`src/rtl/pixel_ops_pkg.sv`:
```
// rtl/pixel_ops_pkg.sv - shared state encoding, operation selects and widths for the point-op frame path
package pixel_ops_pkg;

    localparam int PIX_W_DEFAULT  = 8;
    localparam int ADDR_W_DEFAULT = 17;

    localparam logic [1:0] SEL_BRIGHTEN = 2'b00;
    localparam logic [1:0] SEL_DARKEN   = 2'b01;
    localparam logic [1:0] SEL_BINARISE = 2'b10;
    localparam logic [1:0] SEL_INVERT   = 2'b11;

    typedef enum logic [1:0] {
        FS_IDLE  = 2'd0,
        FS_RUN   = 2'd1,
        FS_DRAIN = 2'd2,
        FS_DONE  = 2'd3
    } frame_state_e;

endpackage

```
`src/rtl/pix_skid_buf.sv`:
```
// rtl/pix_skid_buf.sv - one-entry skid register holding a pixel and its address
module pix_skid_buf
    import pixel_ops_pkg::*;
#(
    parameter int PIX_W  = PIX_W_DEFAULT,
    parameter int ADDR_W = ADDR_W_DEFAULT
) (
    input  logic              clk,
    input  logic              rst,
    input  logic              flush,
    input  logic              in_tvalid,
    input  logic [PIX_W-1:0]  in_tdata,
    input  logic [ADDR_W-1:0] in_taddr,
    output logic              in_tready,
    output logic              out_tvalid,
    output logic [PIX_W-1:0]  out_tdata,
    output logic [ADDR_W-1:0] out_taddr,
    input  logic              out_tready
);

    logic              full;
    logic [PIX_W-1:0]  data_q;
    logic [ADDR_W-1:0] addr_q;

    assign in_tready  = !full;
    assign out_tvalid = full;
    assign out_tdata  = data_q;
    assign out_taddr  = addr_q;

    // Occupancy: fill only when empty, empty when the consumer takes the entry.
    always_ff @(posedge clk) begin
        if (rst || flush) begin
            full <= 1'b0;
        end else if (!full) begin
            full <= in_tvalid;
        end else if (out_tready) begin
            full <= 1'b0;
        end
    end

    // Payload capture while the entry is free.
    always_ff @(posedge clk) begin
        if (rst) begin
            data_q <= '0;
            addr_q <= '0;
        end else if (!full && in_tvalid) begin
            data_q <= in_tdata;
            addr_q <= in_taddr;
        end
    end

endmodule

```
`src/rtl/pixel_frame_ctrl.sv`:
```
// rtl/pixel_frame_ctrl.sv - frame sequencer streaming source pixels through the point-op datapath to the sink
module pixel_frame_ctrl
    import pixel_ops_pkg::*;
#(
    parameter int ADDR_W = ADDR_W_DEFAULT,
    parameter int PIX_W  = PIX_W_DEFAULT
) (
    input  logic              clk,
    input  logic              rst,
    input  logic              start,
    input  logic              abort,
    input  logic [ADDR_W-1:0] frame_len,
    input  logic [1:0]        cfg_select,
    input  logic [PIX_W-1:0]  cfg_value,
    input  logic [PIX_W-1:0]  cfg_threshold,
    output logic              busy,
    output logic              done,
    output logic              rd_en,
    output logic [ADDR_W-1:0] rd_addr,
    input  logic [PIX_W-1:0]  rd_data,
    output logic [1:0]        op_select,
    output logic [PIX_W-1:0]  op_value,
    output logic [PIX_W-1:0]  op_threshold,
    output logic [PIX_W-1:0]  op_inbyte,
    input  logic [PIX_W-1:0]  op_outbyte,
    output logic              wr_en,
    output logic [ADDR_W-1:0] wr_addr,
    output logic [PIX_W-1:0]  wr_data,
    input  logic              stall,
    output logic [ADDR_W-1:0] pix_count
);

    localparam logic [1:0] ST_IDLE  = FS_IDLE;
    localparam logic [1:0] ST_RUN   = FS_RUN;
    localparam logic [1:0] ST_DRAIN = FS_DRAIN;
    localparam logic [1:0] ST_DONE  = FS_DONE;

    localparam logic [ADDR_W-1:0] ONE = {{(ADDR_W-1){1'b0}}, 1'b1};

    logic [1:0]        state;
    logic [1:0]        state_next;
    logic [ADDR_W-1:0] len_q;

    logic              a_valid;
    logic [ADDR_W-1:0] a_addr;

    logic              vb;
    logic [PIX_W-1:0]  b_data;
    logic [ADDR_W-1:0] b_addr;

    logic              skid_valid;
    logic              skid_ready;
    logic [PIX_W-1:0]  skid_data;
    logic [ADDR_W-1:0] skid_addr;

    logic              accept;
    logic              b_ready;
    logic              last_read;
    logic              pipe_empty;

    assign accept     = (state == ST_IDLE) && start && !abort;
    assign b_ready    = !vb || !stall;

    // Reads are gated directly by stall and the skid so that one skid entry
    // is always enough to absorb the single read that is already in flight.
    assign rd_en      = (state == ST_RUN) && !stall && skid_ready;
    assign last_read  = rd_en && (rd_addr == (len_q - ONE));

    assign wr_en      = vb && !stall;
    assign wr_addr    = b_addr;
    assign wr_data    = op_outbyte;
    assign op_inbyte  = b_data;

    // Drain is finished once the write leaving stage B this cycle is the last pixel.
    assign pipe_empty = !a_valid && !skid_valid && (!vb || wr_en);

    // Next-state selection; abort overrides every state.
    always_comb begin
        state_next = state;
        if (abort) begin
            state_next = ST_IDLE;
        end else begin
            case (state)
                ST_IDLE:  if (start) state_next = (frame_len == '0) ? ST_DONE : ST_RUN;
                ST_RUN:   if (last_read) state_next = ST_DRAIN;
                ST_DRAIN: if (pipe_empty) state_next = ST_DONE;
                default:  state_next = ST_IDLE;
            endcase
        end
    end

    // State register with busy/done registered from the next state.
    always_ff @(posedge clk) begin
        if (rst) begin
            state <= ST_IDLE;
            busy  <= 1'b0;
            done  <= 1'b0;
        end else begin
            state <= state_next;
            busy  <= (state_next != ST_IDLE);
            done  <= (state_next == ST_DONE);
        end
    end

    // Frame configuration captured only when a start is accepted.
    always_ff @(posedge clk) begin
        if (rst) begin
            len_q        <= '0;
            op_select    <= '0;
            op_value     <= '0;
            op_threshold <= '0;
        end else if (accept) begin
            len_q        <= frame_len;
            op_select    <= cfg_select;
            op_value     <= cfg_value;
            op_threshold <= cfg_threshold;
        end
    end

    // Read address walks the frame one issued read at a time.
    always_ff @(posedge clk) begin
        if (rst || accept) begin
            rd_addr <= '0;
        end else if (rd_en) begin
            rd_addr <= rd_addr + ONE;
        end
    end

    // Accepted-write counter; survives abort so software can see progress.
    always_ff @(posedge clk) begin
        if (rst || accept) begin
            pix_count <= '0;
        end else if (wr_en) begin
            pix_count <= pix_count + ONE;
        end
    end

    // Stage A: tracks the read in flight and the address it belongs to.
    always_ff @(posedge clk) begin
        if (rst || abort) begin
            a_valid <= 1'b0;
            a_addr  <= '0;
        end else begin
            a_valid <= rd_en;
            a_addr  <= rd_addr;
        end
    end

    // Stage B: skid entry has priority so older pixels always leave first.
    always_ff @(posedge clk) begin
        if (rst) begin
            vb     <= 1'b0;
            b_data <= '0;
            b_addr <= '0;
        end else if (abort) begin
            vb <= 1'b0;
        end else if (b_ready) begin
            if (skid_valid) begin
                vb     <= 1'b1;
                b_data <= skid_data;
                b_addr <= skid_addr;
            end else if (a_valid) begin
                vb     <= 1'b1;
                b_data <= rd_data;
                b_addr <= a_addr;
            end else begin
                vb <= 1'b0;
            end
        end
    end

    pix_skid_buf #(
        .PIX_W  (PIX_W),
        .ADDR_W (ADDR_W)
    ) u_skid (
        .clk        (clk),
        .rst        (rst),
        .flush      (abort),
        .in_tvalid  (a_valid && !b_ready),
        .in_tdata   (rd_data),
        .in_taddr   (a_addr),
        .in_tready  (skid_ready),
        .out_tvalid (skid_valid),
        .out_tdata  (skid_data),
        .out_taddr  (skid_addr),
        .out_tready (b_ready)
    );

endmodule

```
`config.mk`:
```
export PLATFORM = sky130hd
export DESIGN_NAME = pixel_frame_ctrl
export DESIGN_NICKNAME = d
export VERILOG_FILES = /design/src/rtl/pixel_ops_pkg.sv /design/src/rtl/pix_skid_buf.sv /design/src/rtl/pixel_frame_ctrl.sv
export SDC_FILE = /design/constraint.sdc
export NUM_CORES = 1
export LEC_CHECK = 0
export BUFFER_PORTS_ARGS = -buffer_cell sky130_fd_sc_hd__buf_2
export CAP_MARGIN = 20
export CORE_MARGIN = 1.5
export CORE_UTILIZATION = 49
export DETAILED_ROUTE_END_ITERATION = 8
export GPL_ROUTABILITY_DRIVEN = 0
export GPL_TIMING_DRIVEN = 0
export PLACE_DENSITY = 0.78
export SYNTH_ARGS = -nofsm -noshare
export SYNTH_HDL_FRONTEND = slang
export SYNTH_HIERARCHICAL = 1
export SYNTH_SLANG_ARGS = --single-unit
```
`constraint.sdc`:
```
create_clock -name clk -period 2.5 [get_ports clk]
set_clock_uncertainty 0.05 [all_clocks]
set_input_delay 0.5 -clock clk [delete_from_list [all_inputs] [get_ports clk]]
set_output_delay 0.5 -clock clk [all_outputs]
set_load 0.03 [all_outputs]
```
== Yosys cells after proc, flatten, opt, wreduce, memory -nomap -nowiden ==
Index checks and enable logic that the tools add are counted.

* Register bits: 143
* Bits in writable memories: 0
* Input bits: 56
* Latch bits: 0
* ROM bits: 0
* Memories: 0

* Div/mod/pow operators: 0
* Add/sub/neg operators: 3
* Bitwise logic cells: 1
* $lt $le $gt $ge: 0
* Multiplexer cells: 14
* Reduce and logical (&&, ||, !) cells: 26
* Shifts and indexed selects: 0
* Equal/unequal tests: 4
* Multiply operators: 0

{| class="wikitable"
|+ Operator list
! operator !! number
|-
| $add 17x1->17 const B || 2
|-
| $mux 17 || 2
|-
| $eq 17x17->1 || 1
|-
| $logic_not 17->1 || 1
|-
| $sub 17x1->17 const B || 1
|-
| $mux 8 || 2
|-
| $logic_and 1x1->1 || 10
|-
| $mux 2 || 5
|-
| $logic_not 1->1 || 6
|-
| $pmux 2 s3 || 1
|-
| $eq 2x2->1 const B || 2
|-
| $logic_or 1x1->1 || 4
|-
| $mux 1 || 4
|-
| $reduce_bool 2->1 || 2
|-
| $reduce_and 3->1 || 1
|-
| $eq 2x1->1 const B || 1
|-
| $logic_not 2->1 || 1
|-
| $reduce_or 2->1 || 1
|-
| $not 1->1 || 1
|}

== Depth between registers and ports, before layout ==
* Word-level depth: 8
* Mapped depth: 9

== Modules after synthesis ==
The synthesis kept the hierarchy.

{| class="wikitable"
|+ By module, submodules not included
! module !! times used !! sequential area each (µm²) !! cells each !! area an instance (µm²)
|-
| pixel_frame_ctrl || 1 || 2342.2 || 588 || 5083.6
|-
| pix_skid_buf || 1 || 520.5 || 117 || 1216.2
|}

== Worst setup path after synthesis ==
Ideal clock, no wire load.

* Path type: register -> register
* Start point: register len_q[0]
* End point: register state[0]
* Path buffers: 0
* Arrival time: 1951 ps
* Path slack: 374 ps
* Cell stages (with the launch flop): 9
* Setup time: 125 ps
* Cell sequence: dfxtp_1 -> inv_1 -> ha_1 -> or3b_2 -> nor4_1 -> xnor2_1 -> nand3_1 -> nor4_2 -> o21ai_0

* Longest elaborated chain between the ends: 6

{| class="wikitable"
|+ RTL lines
! element !! RTL line !! text
|-
| from (decl) || pixel_frame_ctrl.sv:42 || <nowiki>logic [ADDR_W-1:0] len_q;</nowiki>
|-
| from (signal assigned) || pixel_frame_ctrl.sv:113 || <nowiki>len_q <= frame_len;</nowiki>
|-
| $sub 17x1->17 || pixel_frame_ctrl.sv:67 || <nowiki>assign last_read = rd_en && (rd_addr == (len_q - ONE));</nowiki>
|-
| $eq 17x17->1 || pixel_frame_ctrl.sv:67 ||
|-
| $logic_and 1x1->1 || pixel_frame_ctrl.sv:67 ||
|-
| $mux 2 || pixel_frame_ctrl.sv:85 || <nowiki>ST_RUN: if (last_read) state_next = ST_DRAIN;</nowiki>
|-
| $pmux 2 s3 || pixel_frame_ctrl.sv:83 || <nowiki>case (state)</nowiki>
|-
| $mux 2 || pixel_frame_ctrl.sv:80 || <nowiki>if (abort) begin</nowiki>
|-
| to (signal assigned) || pixel_frame_ctrl.sv:99 || <nowiki>state <= state_next;</nowiki>
|-
| to (decl) || pixel_frame_ctrl.sv:40 || <nowiki>logic [1:0] state;</nowiki>
|}

No other way between the ends.
A chain may end at the register's enable or synchronous reset.

== Worst setup path after layout ==
Same ends and word-level chain as after synthesis.

==> out/metrics.yaml <==
routing:
  dr.pass1.iters: 4
  route.met3.wl_um: 722
  wl_um: 14500
  ant_nets: 0
  wl_met1_um: 6530
  drt_first_iter_violations: 289
  drc_errors: 0
  top_layer: "met4"
  wl_per_cell_um: 13.9
  vias: 5393
  via_per_inst: 5.17
  dr_wl_met2_um: 6880
synthesis:
  synthesis.nets: 764
  ys_seq_elements: 143
  synth-compound-area-share: 0.108
  synth_top_area_cell: "dfxtp_1"
  synth_top_family_by_area: "simple AND/OR/NAND/NOR gates"
  synth_ff_type: "dfxtp_1"
  synth-simple-area-share: 0.260
  yosys.area_share.adder: 0.00596
  yosysWarnings: 6
  synth_edf_count: 0
  syn_inst: 705
  yosysTopAreaCellShare: 0.454
  ys_top_cells_by_area: "dfxtp_1, nand2_1, nand4bb_1"
  synth_cell_type_count: 53
  synth_xor_area_frac: 0.0765
  synthArstFlopShare: 0
  muxShareOfSynthArea: 0.0465
  synth_area_um2: 6300
  yosysSeqAreaShare: 0.454
  synth_area_per_cell_um2: 8.94
timing:
  hold_viol: 0
  fin_crit_sh: 0.923
  slew_headroom: 0.434
  final_max_slew_viol_count: 0
  tns_ns: 0
  period_needed_ns: 2.31
  worst-slew-pin-transition_ns: 0.849
  grt_setup_unrepaired: "false"
  setup_viol: 0
  max_freq_mhz: 433
  finalWorstSetupSlack_ns: 0.193
pwr:
  seqPwrFrac: 0.461
  report.power.total_mw: 5.12
  power_leakage_nw: 3.05
  switching_share: 0.243
  p_comb_frac: 0.100
  vdd_drop_max_uv: 524
  p_clk_frac: 0.439
  power.internal_mw: 3.88
  power_density_nw_per_um2: 663
  p_sw_mw: 1.24
clock_tree:
  cts_buffers: 17
  clk_latency_ns: 0.42
  h-tree-depth: 4
  clockBufferDepth: 2
  ctsHoldBuffers: 0
  cts_tree: "built"
  cts_num_sinks: 143
  clk_pin_slew_ns: 0.06
  cts_root_buf: "clkbuf_16"
critical_path:
  r2r_cells: 8
  crit_required_ns: 2.75
  reg2reg_to: "state[0]"
  end_kind: "register"
  r2r_slack_ns: 0.19
  critPathLaunchType: "register"
  critPathKind: "register to register"
  critPathMaxFanout: 5
  cp.arrival_ns: 2.55
  rr_startpoint: "len_q[0]"
floorplanning:
  die_w_um: 116
  dieArea_um2: 13500
  die_y_um: 116
  core_um2: 12600
  start_util: 0.501
  num_io_pins: 145
  fp-row-count: 41
place:
  place_hpwl_um: 10600
  dp.cells: 1013
  portBuffers: 136
  preCtsSetupSlack_ns: 0.0469
min_path:
  hold_depth: 3
  hp-class: "input port to register"
  min_to: "op_select[0]"
  hp-start: "cfg_select[0]"
global_routing:
  grt_pass1_vias: 5007
  overflow: 0
  grt_pass1_wl_um: 23400
  grt_antenna_before_repair: 0
  grtUsageTotal: 0.221
  grt_max_degree: 17
cells_and_area:
  drive_gt1_frac: 0.225
  syn2layout_area_growth_pct: 22.6
  layout_commonest_cell: "dfxtp_1"
  mostFrequentLayoutCells: "dfxtp_1, buf_2, nand2_1, nor2_1, a21oi_1"
  layout.nets: 919
  diodes: 0
  final_core_util: 0.614
  stdcell_count: 1043
run:
  cap_violations: 0
status:
  status: "complete, no violations"
==> cell families after synthesis <==
kind of cell,after synthesis
buffers and inverters,63
and+or+nand+nor,301
AOI/OAI and AO/OA,111
muxes,29
xor gates and xnor gates,55
adders and majority gates,3
DFF,143
==> per-layer routing <==
metal  global-route usage  vias to the layer above
met2                0.363                      147
li1                     -                     2725
met1                0.278                     2500
met4               0.0870                        0
met5                    0                        -
met3               0.0597                       21
==> layout make-up <==
class / count / area, µm²
Fill cell: 1148 / 4850
Buffer: 54 / 278
Inverter: 9 / 33.8
Multi-Input combinational cell: 499 / 3140
Tap cell: 172 / 215
Clock buffer: 23 / 448
Timing Repair Buffer: 136 / 681
Clock inverter: 7 / 66.3
Sequential cell: 143 / 2860
==> critical path, stage by stage (launching register included) <==
cell     delay, ns
dfxtp_1       0.38
inv_1         0.09
ha_1          0.19
or3b_2        0.48
nor4_1        0.29
xnor2_1       0.15
nand3_1       0.11
nor4_2        0.33
o21ai_0       0.12
==> how the worst max path moves through the flow <==
stage / end / start / slack, ns / cells after the start
final: state[0] / len_q[0] / 0.19 / 8
after global routing: rd_addr[9] / state[1] / 0.02 / 8
after detailed placement: rd_addr[4] / start / 0.05 / 8
after CTS: state[0] / len_q[0] / 0.04 / 8
after global placement: state[0] / len_q[0] / 0.08 / 8
after floorplan: state[0] / len_q[0] / 0.37 / 8
==> flip-flops by register name, summed over array words and instances, names as in the netlist, 17 cells and up <==
| register | cells |
|---|---|
| a_addr | 17 |
| len_q | 17 |
| pix_count | 17 |
| rd_addr | 17 |
| u_skid/out_taddr | 17 |
| wr_addr | 17 |
==> cell usage after synthesis, types with 7 or more instances <==
cell / number
a21oi_1: 43
xor2_1: 29
inv_1: 9
a211oi_1: 27
nand3_1: 11
nand2_1: 88
nor4_1: 8
or3_1: 10
nand4bb_1: 25
clkbuf_1: 32
dfxtp_1: 143
nor3_1: 7
mux2i_1: 27
xnor2_1: 26
nand2b_1: 26
and2_1: 17
o21ai_1: 25
nor2_1: 75
nand4_1: 12
buf_4: 10
==> through the flow <==
step	hold slack, ns	area (µm²)
floorplan	0.392	6300
global placement	0.389	7200
detailed placement	0.397	7200
CTS	0.256	7710
global route	0.266	7720
finish	0.269	7720
==> power by group through the flow <==
stage                     Combinational (mW)  Clock, mW  Sequential [mW]
final                                  0.512       2.25             2.36
after CTS                              0.511       2.28             2.36
after global placement                 0.506          0             2.41
after floorplan                        0.314          0             2.45
after detailed placement               0.509          0             2.41
after global routing                   0.564       2.39             2.36
==> timing repair <==
item | 4_1_cts | 5_1_grt
setup buffers | 0 | 0
resized for setup | 0 | 4
endpoints found under the setup margin | 0 | 28
Note: power is estimated with default switching activity, not from simulation.
